--- config.mk ---
export PLATFORM = sky130hd
export DESIGN_NAME = rocket_trace_writer
export DESIGN_NICKNAME = d
export VERILOG_FILES = /design/src/rtl/rocket_trace_pkg.sv /design/src/rtl/rocket_trace_fifo.sv /design/src/rtl/rocket_trace_writer.sv
export SDC_FILE = /design/constraint.sdc
export NUM_CORES = 1
export LEC_CHECK = 0
export ABC_AREA = 1
export BUFFER_PORTS_ARGS = -buffer_cell sky130_fd_sc_hd__buf_2
export CAP_MARGIN = 20
export CORE_UTILIZATION = 50
export DETAILED_ROUTE_END_ITERATION = 8
export PLACE_DENSITY = 0.69
export SKIP_LAST_GASP = 1
export SLEW_MARGIN = 0
export SYNTH_ARGS = -nofsm -noshare
export SYNTH_HDL_FRONTEND = slang
export SYNTH_SLANG_ARGS = --single-unit
--- constraint.sdc ---
create_clock -name clk_i -period 13.6 [get_ports clk_i]
set_input_delay 1.36 -clock clk_i [delete_from_list [all_inputs] [get_ports clk_i]]
set_output_delay 1.36 -clock clk_i [all_outputs]
set_load 0.02 [all_outputs]
--- src/rtl/rocket_trace_pkg.sv ---
// rtl/rocket_trace_pkg.sv - shared types and constants for the Rocket trace writer
package rocket_trace_pkg;

    typedef enum logic {
        ST_IDLE  = 1'b0,
        ST_WRITE = 1'b1
    } state_t;

    localparam int ENTRY_WIDTH  = 64;
    localparam int ENTRY_STRIDE = 8;

    // Memory image of one trace record: instruction word above the PC.
    function automatic logic [ENTRY_WIDTH-1:0] pack_entry(input logic [31:0] pc,
                                                          input logic [31:0] insn);
        return {insn, pc};
    endfunction

endpackage

--- src/rtl/rocket_trace_fifo.sv ---
// rtl/rocket_trace_fifo.sv - synchronous capture FIFO with flush; a pop frees a slot for a same-cycle push
module rocket_trace_fifo #(
    parameter int WIDTH      = 64,
    parameter int DEPTH_LOG2 = 3
) (
    input  logic             clk,
    input  logic             rst,
    input  logic             flush,
    input  logic             push,
    input  logic [WIDTH-1:0] push_data,
    input  logic             pop,
    output logic [WIDTH-1:0] pop_data,
    output logic             full,
    output logic             empty
);

    localparam int DEPTH = 1 << DEPTH_LOG2;

    logic [WIDTH-1:0]    mem [DEPTH];
    logic [DEPTH_LOG2:0] wr_ptr;
    logic [DEPTH_LOG2:0] rd_ptr;
    logic                do_push;
    logic                do_pop;
    logic [DEPTH_LOG2-1:0] wr_idx;

    assign empty    = (wr_ptr == rd_ptr);
    assign full     = (wr_ptr[DEPTH_LOG2] != rd_ptr[DEPTH_LOG2]) &&
                      (wr_ptr[DEPTH_LOG2-1:0] == rd_ptr[DEPTH_LOG2-1:0]);
    assign do_pop   = pop && !empty && !flush;
    // A push that coincides with a flush lands in the freshly emptied FIFO.
    assign do_push  = push && (flush || !full || do_pop);
    assign wr_idx   = flush ? '0 : wr_ptr[DEPTH_LOG2-1:0];
    assign pop_data = mem[rd_ptr[DEPTH_LOG2-1:0]];

    always_ff @(posedge clk or posedge rst) begin
        if (rst) begin
            wr_ptr <= '0;
            rd_ptr <= '0;
        end else if (flush) begin
            rd_ptr <= '0;
            wr_ptr <= do_push ? (DEPTH_LOG2+1)'(1) : '0;
        end else begin
            if (do_push) wr_ptr <= wr_ptr + (DEPTH_LOG2+1)'(1);
            if (do_pop)  rd_ptr <= rd_ptr + (DEPTH_LOG2+1)'(1);
        end
    end

    always_ff @(posedge clk) begin
        if (do_push) mem[wr_idx] <= push_data;
    end

endmodule

--- src/rtl/rocket_trace_writer.sv ---
// rtl/rocket_trace_writer.sv - captures retired-instruction records and writes them to a memory ring
// Optional ROCKET_TRACE_DROP_CNT_EN adds trace_drop_count_o (records lost to a full FIFO).
module rocket_trace_writer
    import rocket_trace_pkg::*;
#(
    parameter int                              ROCKET_MEM_ADDR_SIZE = 32,
    parameter logic [ROCKET_MEM_ADDR_SIZE-1:0] TRACE_BASE_ADDR      = 32'h0010_0000,
    parameter int                              TRACE_ENTRIES_LOG2   = 10,
    parameter int                              FIFO_DEPTH_LOG2      = 3
) (
    input  logic                            clk_i,
    input  logic                            reset_i,
    input  logic                            trace_enabled_i,
    input  logic                            trace_valid_i,
    input  logic [31:0]                     trace_pc_i,
    input  logic [31:0]                     trace_insn_i,
    output logic                            mem_req_o,
    output logic [ROCKET_MEM_ADDR_SIZE-1:0] mem_addr_o,
    output logic [63:0]                     mem_wdata_o,
    input  logic                            mem_gnt_i,
    output logic [ROCKET_MEM_ADDR_SIZE-1:0] trace_ptr_o,
    output logic [ROCKET_MEM_ADDR_SIZE-1:0] trace_count_o,
    output logic                            trace_busy_o
`ifdef ROCKET_TRACE_DROP_CNT_EN
    ,
    output logic [31:0]                     trace_drop_count_o
`endif
);

    state_t                          state;
    state_t                          state_next;
    logic                            en_q;
    logic                            edge_pend;
    logic                            clear_now;
    logic                            cap_valid;
    logic [ENTRY_WIDTH-1:0]          cap_data;
    logic [ENTRY_WIDTH-1:0]          head_data;
    logic [ENTRY_WIDTH-1:0]          out_data;
    logic                            fifo_full;
    logic                            fifo_empty;
    logic                            load;
    logic                            pop;
    logic [TRACE_ENTRIES_LOG2-1:0]   slot;
    logic [ROCKET_MEM_ADDR_SIZE-1:0] count;

    // A rising enable restarts the session, but only once no write is in flight.
    assign clear_now = (state == ST_IDLE) && (edge_pend || (trace_enabled_i && !en_q));

    // The head stays resident until granted, so the in-flight record occupies a FIFO slot.
    rocket_trace_fifo #(
        .WIDTH      (ENTRY_WIDTH),
        .DEPTH_LOG2 (FIFO_DEPTH_LOG2)
    ) u_fifo (
        .clk       (clk_i),
        .rst       (reset_i),
        .flush     (clear_now),
        .push      (cap_valid),
        .push_data (cap_data),
        .pop       (pop),
        .pop_data  (head_data),
        .full      (fifo_full),
        .empty     (fifo_empty)
    );

    always_ff @(posedge clk_i or posedge reset_i) begin
        if (reset_i) state <= ST_IDLE;
        else         state <= state_next;
    end

    always_comb begin
        state_next = state;
        case (state)
            ST_IDLE:  if (!fifo_empty && !clear_now) state_next = ST_WRITE;
            ST_WRITE: if (mem_gnt_i) state_next = ST_IDLE;
            default:  state_next = ST_IDLE;
        endcase
    end

    always_comb begin
        mem_req_o = 1'b0;
        load      = 1'b0;
        pop       = 1'b0;
        case (state)
            ST_IDLE:  load = !fifo_empty && !clear_now;
            ST_WRITE: begin
                mem_req_o = 1'b1;
                pop       = mem_gnt_i;
            end
            default:  ;
        endcase
    end

    always_ff @(posedge clk_i or posedge reset_i) begin
        if (reset_i) begin
            en_q      <= 1'b0;
            edge_pend <= 1'b0;
            cap_valid <= 1'b0;
            cap_data  <= '0;
            out_data  <= '0;
            slot      <= '0;
            count     <= '0;
        end else begin
            en_q      <= trace_enabled_i;
            edge_pend <= (edge_pend || (trace_enabled_i && !en_q)) && !clear_now;
            cap_valid <= en_q && trace_valid_i;
            cap_data  <= pack_entry(trace_pc_i, trace_insn_i);
            if (load) out_data <= head_data;
            if (clear_now) begin
                slot  <= '0;
                count <= '0;
            end else if (pop) begin
                slot <= slot + TRACE_ENTRIES_LOG2'(1);
                if (count != '1) count <= count + ROCKET_MEM_ADDR_SIZE'(1);
            end
        end
    end

    assign trace_ptr_o   = TRACE_BASE_ADDR +
                           ROCKET_MEM_ADDR_SIZE'(slot) * ROCKET_MEM_ADDR_SIZE'(ENTRY_STRIDE);
    assign trace_count_o = count;
    assign mem_addr_o    = trace_ptr_o;
    assign mem_wdata_o   = out_data;
    assign trace_busy_o  = !fifo_empty || (state == ST_WRITE);

`ifdef ROCKET_TRACE_DROP_CNT_EN
    logic [31:0] drop_count;

    always_ff @(posedge clk_i or posedge reset_i) begin
        if (reset_i) begin
            drop_count <= '0;
        end else if (clear_now) begin
            drop_count <= '0;
        end else if (cap_valid && fifo_full && !pop && drop_count != '1) begin
            drop_count <= drop_count + 32'd1;
        end
    end

    assign trace_drop_count_o = drop_count;
`endif

endmodule

**Word-level counts from Yosys, hierarchy flattened**

Memories as Yosys holds them, arrays and structs flattened. A register that Yosys moved wholly into a read port is not among the register bits.
Cells that the tools add are included.

- Output and inout port bits: 162
- Memories kept: 1
- Bits of input ports: 69
- Register bits after elaboration: 118
- Memory bits (writable): 512

Memory list:

| memory | depth | bits a word | rd ports | clocked after memory_dff | wr ports | RTL line | RTL |
|---|---|---|---|---|---|---|---|
| u_fifo.mem | 8 | 64 | 1 | 1 | 1 | rocket_trace_fifo.sv:19 | `logic [WIDTH-1:0] mem [DEPTH];` |

- Reductions and logical operators: 22
- Equality and inequality tests: 4
- Bitwise logic cells: 1
- Add/subtract/negate cells: 5
- Multiplexer cells: 19

Operators by type and width:

| cell | count |
|---|---|
| $mux 32 | 3 |
| $add 32x1->32 const B | 1 |
| $ne 32x32->1 const B | 1 |
| $add 21x13->22 const A | 1 |
| $mux 10 | 2 |
| $mux 4 | 4 |
| $add 10x1->10 const B | 1 |
| $logic_and 1x1->1 | 9 |
| $add 4x1->4 const B | 2 |
| $mux 1 | 8 |
| $reduce_bool 2->1 | 4 |
| $eq 4x4->1 | 1 |
| $logic_not 1->1 | 4 |
| $logic_or 1x1->1 | 4 |
| $eq 3x3->1 | 1 |
| $mux 3 | 1 |
| $pmux 1 s2 | 1 |
| $reduce_and 2->1 | 1 |
| $ne 1x1->1 | 1 |
| $not 1->1 | 1 |

**Longest topological paths before layout**

- Word-level depth: 10
- Gate-level depth with buffers: 12

**Cells and area by module**

Synthesis repeated with hierarchy kept, for this count alone.

- Cells, all modules: 2367
- Area, all modules: 27567.7 um^2

Modules (own cells, without submodules):

| module | times used | cells an instance | sequential area each (um^2) | area an instance (um^2) |
|---|---|---|---|---|
| rocket_trace_fifo | 1 | 1537 | 15574.9 | 20181.9 |
| rocket_trace_writer | 1 | 830 | 4354.2 | 7385.8 |

**Worst setup path after synthesis**

Ideal clock, no wire load.

- Path kind: input port to flip-flop
- From: in trace_enabled_i
- To: mem u_fifo.mem[4][0] (enable)
- Stages: 6
- Path buffers: 1
- Path slack: 6.617 ns
- Arrival time: 6.418 ns
- Cells stage by stage: a21oi_2 -> nor2_4 -> inv_2 -> buf_2 -> nand3_1 -> nor3_1

- Longest elaborated chain between the ends: 9

RTL lines:

| element | RTL line | RTL |
|---|---|---|
| start: declaration | rocket_trace_writer.sv:13 | `input logic trace_enabled_i,` |
| $logic_and 1x1->1 (*) | rocket_trace_writer.sv:47 | `assign clear_now = (state == ST_IDLE) && (edge_pend \|\| (trace_enabled_i && !en_q));` |
| $logic_or 1x1->1 (*) | rocket_trace_writer.sv:47 |  |
| $logic_and 1x1->1 (*) | rocket_trace_writer.sv:47 |  |
| $logic_not 1->1 | rocket_trace_fifo.sv:29 | `assign do_pop = pop && !empty && !flush;` |
| $logic_and 1x1->1 | rocket_trace_fifo.sv:29 |  |
| $logic_or 1x1->1 | rocket_trace_fifo.sv:31 | `assign do_push = push && (flush \|\| !full \|\| do_pop);` |
| $logic_and 1x1->1 | rocket_trace_fifo.sv:31 |  |
| $mux 1 | rocket_trace_fifo.sv:49 | `if (do_push) mem[wr_idx] <= push_data;` |
| $mux 1 (not written as such) | rocket_trace_fifo.sv:49 |  |
| end: declaration | rocket_trace_fifo.sv:19 |  |

Every way passes the cells marked *; elsewhere a longest branch is shown, timed or not.

**Final worst setup path**

- From: reg u_fifo.rd_ptr[0]
- To: reg out_data[19] (netlist: mem_wdata_o[19]), read port of u_fifo.mem

- Longest elaborated chain between the ends: 4

RTL lines:

| element | RTL line | RTL |
|---|---|---|
| start: declaration | rocket_trace_fifo.sv:21 | `logic [DEPTH_LOG2:0] rd_ptr;` |
| start signal: assignment | rocket_trace_fifo.sv:44 | `if (do_pop) rd_ptr <= rd_ptr + (DEPTH_LOG2+1)'(1);` |
| $eq 4x4->1 | rocket_trace_fifo.sv:26 | `assign empty = (wr_ptr == rd_ptr);` |
| $logic_not 1->1 | rocket_trace_writer.sv:84 | `ST_IDLE: load = !fifo_empty && !clear_now;` |
| $logic_and 1x1->1 | rocket_trace_writer.sv:84 |  |
| $mux 1 | rocket_trace_writer.sv:83 | `case (state)` |
| end: declaration | rocket_trace_writer.sv:38 | `logic [ENTRY_WIDTH-1:0] out_data;` |

Several ways; a longest one is shown, not always the timed one.
A chain may end at the register's enable or synchronous reset.

==> reports/qor_table.md <==
| Metric | This run | Unit |
|---|---|---|
| Total Neg Setup Slack | 0 | ns |
| Data arrival time of the worst path | 4.98 | ns |
| Most frequently used cell type in the post-synthesis netlist | sky130_fd_sc_hd__edfxtp_1 | - |
| DRT iter0 DRCs | 1473 | - |
| Element type at the critical path start | flop | - |
| Number of buffer cells added on primary ports | 186 | - |
| Largest net degree at the start of global routing | 113 | - |
| Worst VDD drop | 0.000122 | V |
| Via count of the first global-routing pass | 17700 | - |
| Global-route wire length before repair | 97000 | um |
| Global routing usage summed across all routing layers | 22.3 | % |
| Net count reported at finish | 2578 | - |
| Die Width | 237 | um |
| Synth Area per Inst | 11.7 | um2 |
| Clock Sink Count | 694 | - |
| Insertion delay to the later sink of the worst-skew pair | 0.62 | ns |
| Syn-to-layout area delta | 13.3 | % |
| Sequential cell area fraction in the yosys report | 72.1 | % |
| Cell-by-cell listing of the critical path | inv_6, nand2_1, nand2_2, nor2_4, nand2_2, nand3_4, inv_2, buf_4, nand3_1, nand2_1 | - |
| Cells taking the most area after synthesis | sky130_fd_sc_hd__edfxtp_1, sky130_fd_sc_hd__dfrtp_1, sky130_fd_sc_hd__nand2_1 | - |
| Number of vias per cell | 5.52 | - |
| Die area | 0.0563 | mm2 |
| Final critical-path share of the clock period | 32.6 | % |
| CP delay by family, top | buffers and inverters | - |
| Count of inserted antenna diode cells | 0 | - |
| TritonCTS Buffers | 72 | - |
| Critical Path RT | 14.14 | ns |
| Number of antenna violations at the first check in global routing | 2 | - |
| Fraction of final layout cells with drive strength greater than 1 | 14.6 | % |
| Critical path capture point type | flop | - |
| Upper clock frequency limit | 225 | MHz |
| Number of buffers inserted by hold repair at cts | 0 | - |
| Static Leak | 11.9 | nW |
| # DRC | 0 | - |
| Total number of vias | 18000 | - |
| WP buf/inv | 3 | - |
| Height of the die | 237 | um |
| Post-Route Hold Slack | 0.476 | ns |
| Detailed-placement wirelength estimate | 33500 | um |
| Final Skew | 0.0220 | ns |
| Total iterations of the first detailed-routing run | 5 | - |
| Seq cells post-synth | 694 | - |
| CTS tree | yes | - |
| H-tree depth | 3 | - |
| Final number of hold-violating endpoints | 0 | - |
| Most common flop cell mapped by yosys | sky130_fd_sc_hd__edfxtp_1 | - |
| Unique cell type count in the Yosys netlist | 36 | - |
| Power density over the cells | 202 | mW/mm2 |
| GRT overflow | 0 | - |
| Post-CTS resize count | 0 | - |
| Number of rows in the core area | 85 | - |
| Maximum buffer depth of the clock tree | 3 | - |
| Antenna violation net count after detailed routing | 0 | - |
| Core area | 0.0542 | mm2 |
| Measured slew at the worst slew-check pin | 1.10 | ns |
| Outcome | finished clean | - |
| Top-level port count | 231 | - |
| Cell with the biggest individual delay on the critical path | sky130_fd_sc_hd__inv_2 | - |
| Fraction of synthesized cell area taken by the top area cell type | 55.6 | % |
| Fillers | 4275 | - |
| Ys async rst share | 26.2 | % |
| Final wirelength | 61700 | um |
| Syn Inst Count | 2360 | - |
| Final weighted congestion in routability-driven placement | 0.862 | - |
| Setup repair after global routing missed its margin | false | - |
| Slowest stage delay, CP | 0.85 | ns |
| Netlist area before placement | 0.0277 | mm2 |
| Initial core utilization | 51.0 | % |
| Worst setup path category | reg -> reg | - |
| Slew headroom | 26.8 | % |
| Kind of path behind the tightest hold check | reg -> reg | - |
| Final routed wire length divided by cell count | 18.9 | um |
| Setup repair bufs after CTS | 0 | - |
| Area leader, netlist | sky130_fd_sc_hd__edfxtp_1 | - |
| Maximum fanout along the worst path | 103 | - |
| Count of pins over their slew limit | 0 | - |
| CTS Root Buffer Type | sky130_fd_sc_hd__clkbuf_16 | - |
| Number of max-cap violations | 0 | - |
| Leading post-synthesis cells by instance count | sky130_fd_sc_hd__edfxtp_1, sky130_fd_sc_hd__nand2_1, sky130_fd_sc_hd__nor2_1, sky130_fd_sc_hd__o21ai_0, sky130_fd_sc_hd__dfrtp_1 | - |
| Setup Viol. Count Final | 0 | - |
| Number of enable-type register cells in the synthesized netlist | 512 | - |
| Clock-pin transition on the worst setup and hold timing paths | 0.06 | ns |
| Synth warnings | 0 | - |
| Tmin final | 4.44 | ns |
layout by cell type (no fill, tap or decap), drive strengths merged:
cell type	n
nand2	452
and3	1
o21bai	4
a41oi	1
nand3b	1
a21oi	8
or2	3
nand3	86
conb	44
buf	209
bufinv	10
nor2	425
o21ai	324
nand4	3
ha	4
dfrtp	182
clkbuf	97
xor2	11
inv	57
o211ai	60
clkinvlp	1
clkinv	20
nor3	15
edfxtp	512
o22ai	35
routing by layer:
| metal | wire length, um | track usage (%) | vias up |
|---|---|---|---|
| met5 | 13 | 0 | - |
| met4 | 1940 | 9.15 | 2 |
| met3 | 3880 | 3.51 | 113 |
| met2 | 29800 | 36.8 | 643 |
| met1 | 26100 | 29.7 | 8849 |
| li1 | - | - | 8381 |
final timing paths:
path                                   from               end  slack [ns]  cells past startpoint
hold / removal              mem_wdata_o[44]   mem_wdata_o[44]        0.48                      2
setup reg to reg           u_fifo.rd_ptr[0]   mem_wdata_o[19]        9.16                     10
hold reg to reg             mem_wdata_o[44]   mem_wdata_o[44]        0.48                      2
min in group asynchronous           reset_i   mem_wdata_o[39]        0.81                      2
max in group asynchronous           reset_i  u_fifo.rd_ptr[2]       11.62                      4
setup / recovery           u_fifo.rd_ptr[0]   mem_wdata_o[19]        9.16                     10
cells by family after synthesis:
logic type,Yosys count,synth area share (%)
AO/OA/AOI/OAI,432,8.72
XOR/XNOR,11,0.348
adder cells (fa/ha/maj),4,0.181
buffers and inverters,231,4.47
flip-flops,694,72.1
other,2,0.0272
AND/OR/NAND/NOR,986,14.2
worst register-to-register path, cell delays in order (launching register included):
cell and delay (ns):
sky130_fd_sc_hd__dfrtp_4 0.75, sky130_fd_sc_hd__inv_6 0.76, sky130_fd_sc_hd__nand2_1 0.21, sky130_fd_sc_hd__nand2_2 0.13, sky130_fd_sc_hd__nor2_4 0.05, sky130_fd_sc_hd__nand2_2 0.10
sky130_fd_sc_hd__nand3_4 0.71, sky130_fd_sc_hd__inv_2 0.87, sky130_fd_sc_hd__buf_4 0.55, sky130_fd_sc_hd__nand3_1 0.15, sky130_fd_sc_hd__nand2_1 0.11
area by class of cell:
class | count | area [um2] | share of cell area (%)
multi-input combinational | 1477 | 6700 | 21.4
inverter | 51 | 205 | 0.655
clock inverter | 37 | 498 | 1.59
sequential | 694 | 19900 | 63.6
clock buffer | 97 | 2010 | 6.40
tap | 696 | 871 | 2.78
timing repair buffer | 209 | 1120 | 3.58
stage by stage:
step | area (um2) | setup WS, ns | power [W] | util, % | std cells
2_1_floorplan | 27800 | 6.62 | 0.00388 | - | 2402
3_3_place_gp | 28800 | 9.33 | 0.00427 | 53.1 | 3126
3_5_place_dp | 28800 | 9.27 | 0.00432 | 53.1 | 3126
4_1_cts | 31300 | 9.18 | 0.00638 | 57.7 | 3260
5_1_grt | 31300 | 8.81 | 0.00667 | 57.8 | 3261
6_report | 31300 | 9.16 | 0.00633 | 57.8 | 3261
sequential cells by signal, summed over array words and instances (netlist names):
signal         cells
cap_data          64
cap_valid          1
edge_pend          1
en_q               1
mem_wdata_o       64
slot              10
state              1
trace_count_o     32
u_fifo.mem       512
u_fifo.rd_ptr      4
u_fifo.wr_ptr      4
where the power goes:
part	internal [W]	total (W)	switching (W)
combinational	0.000442	0.00156	0.00111
clock	0.00124	0.00205	0.000815
sequential	0.00252	0.00272	0.000206
total	0.00420	0.00633	0.00214
Note: power is estimated with default switching activity, not from simulation.
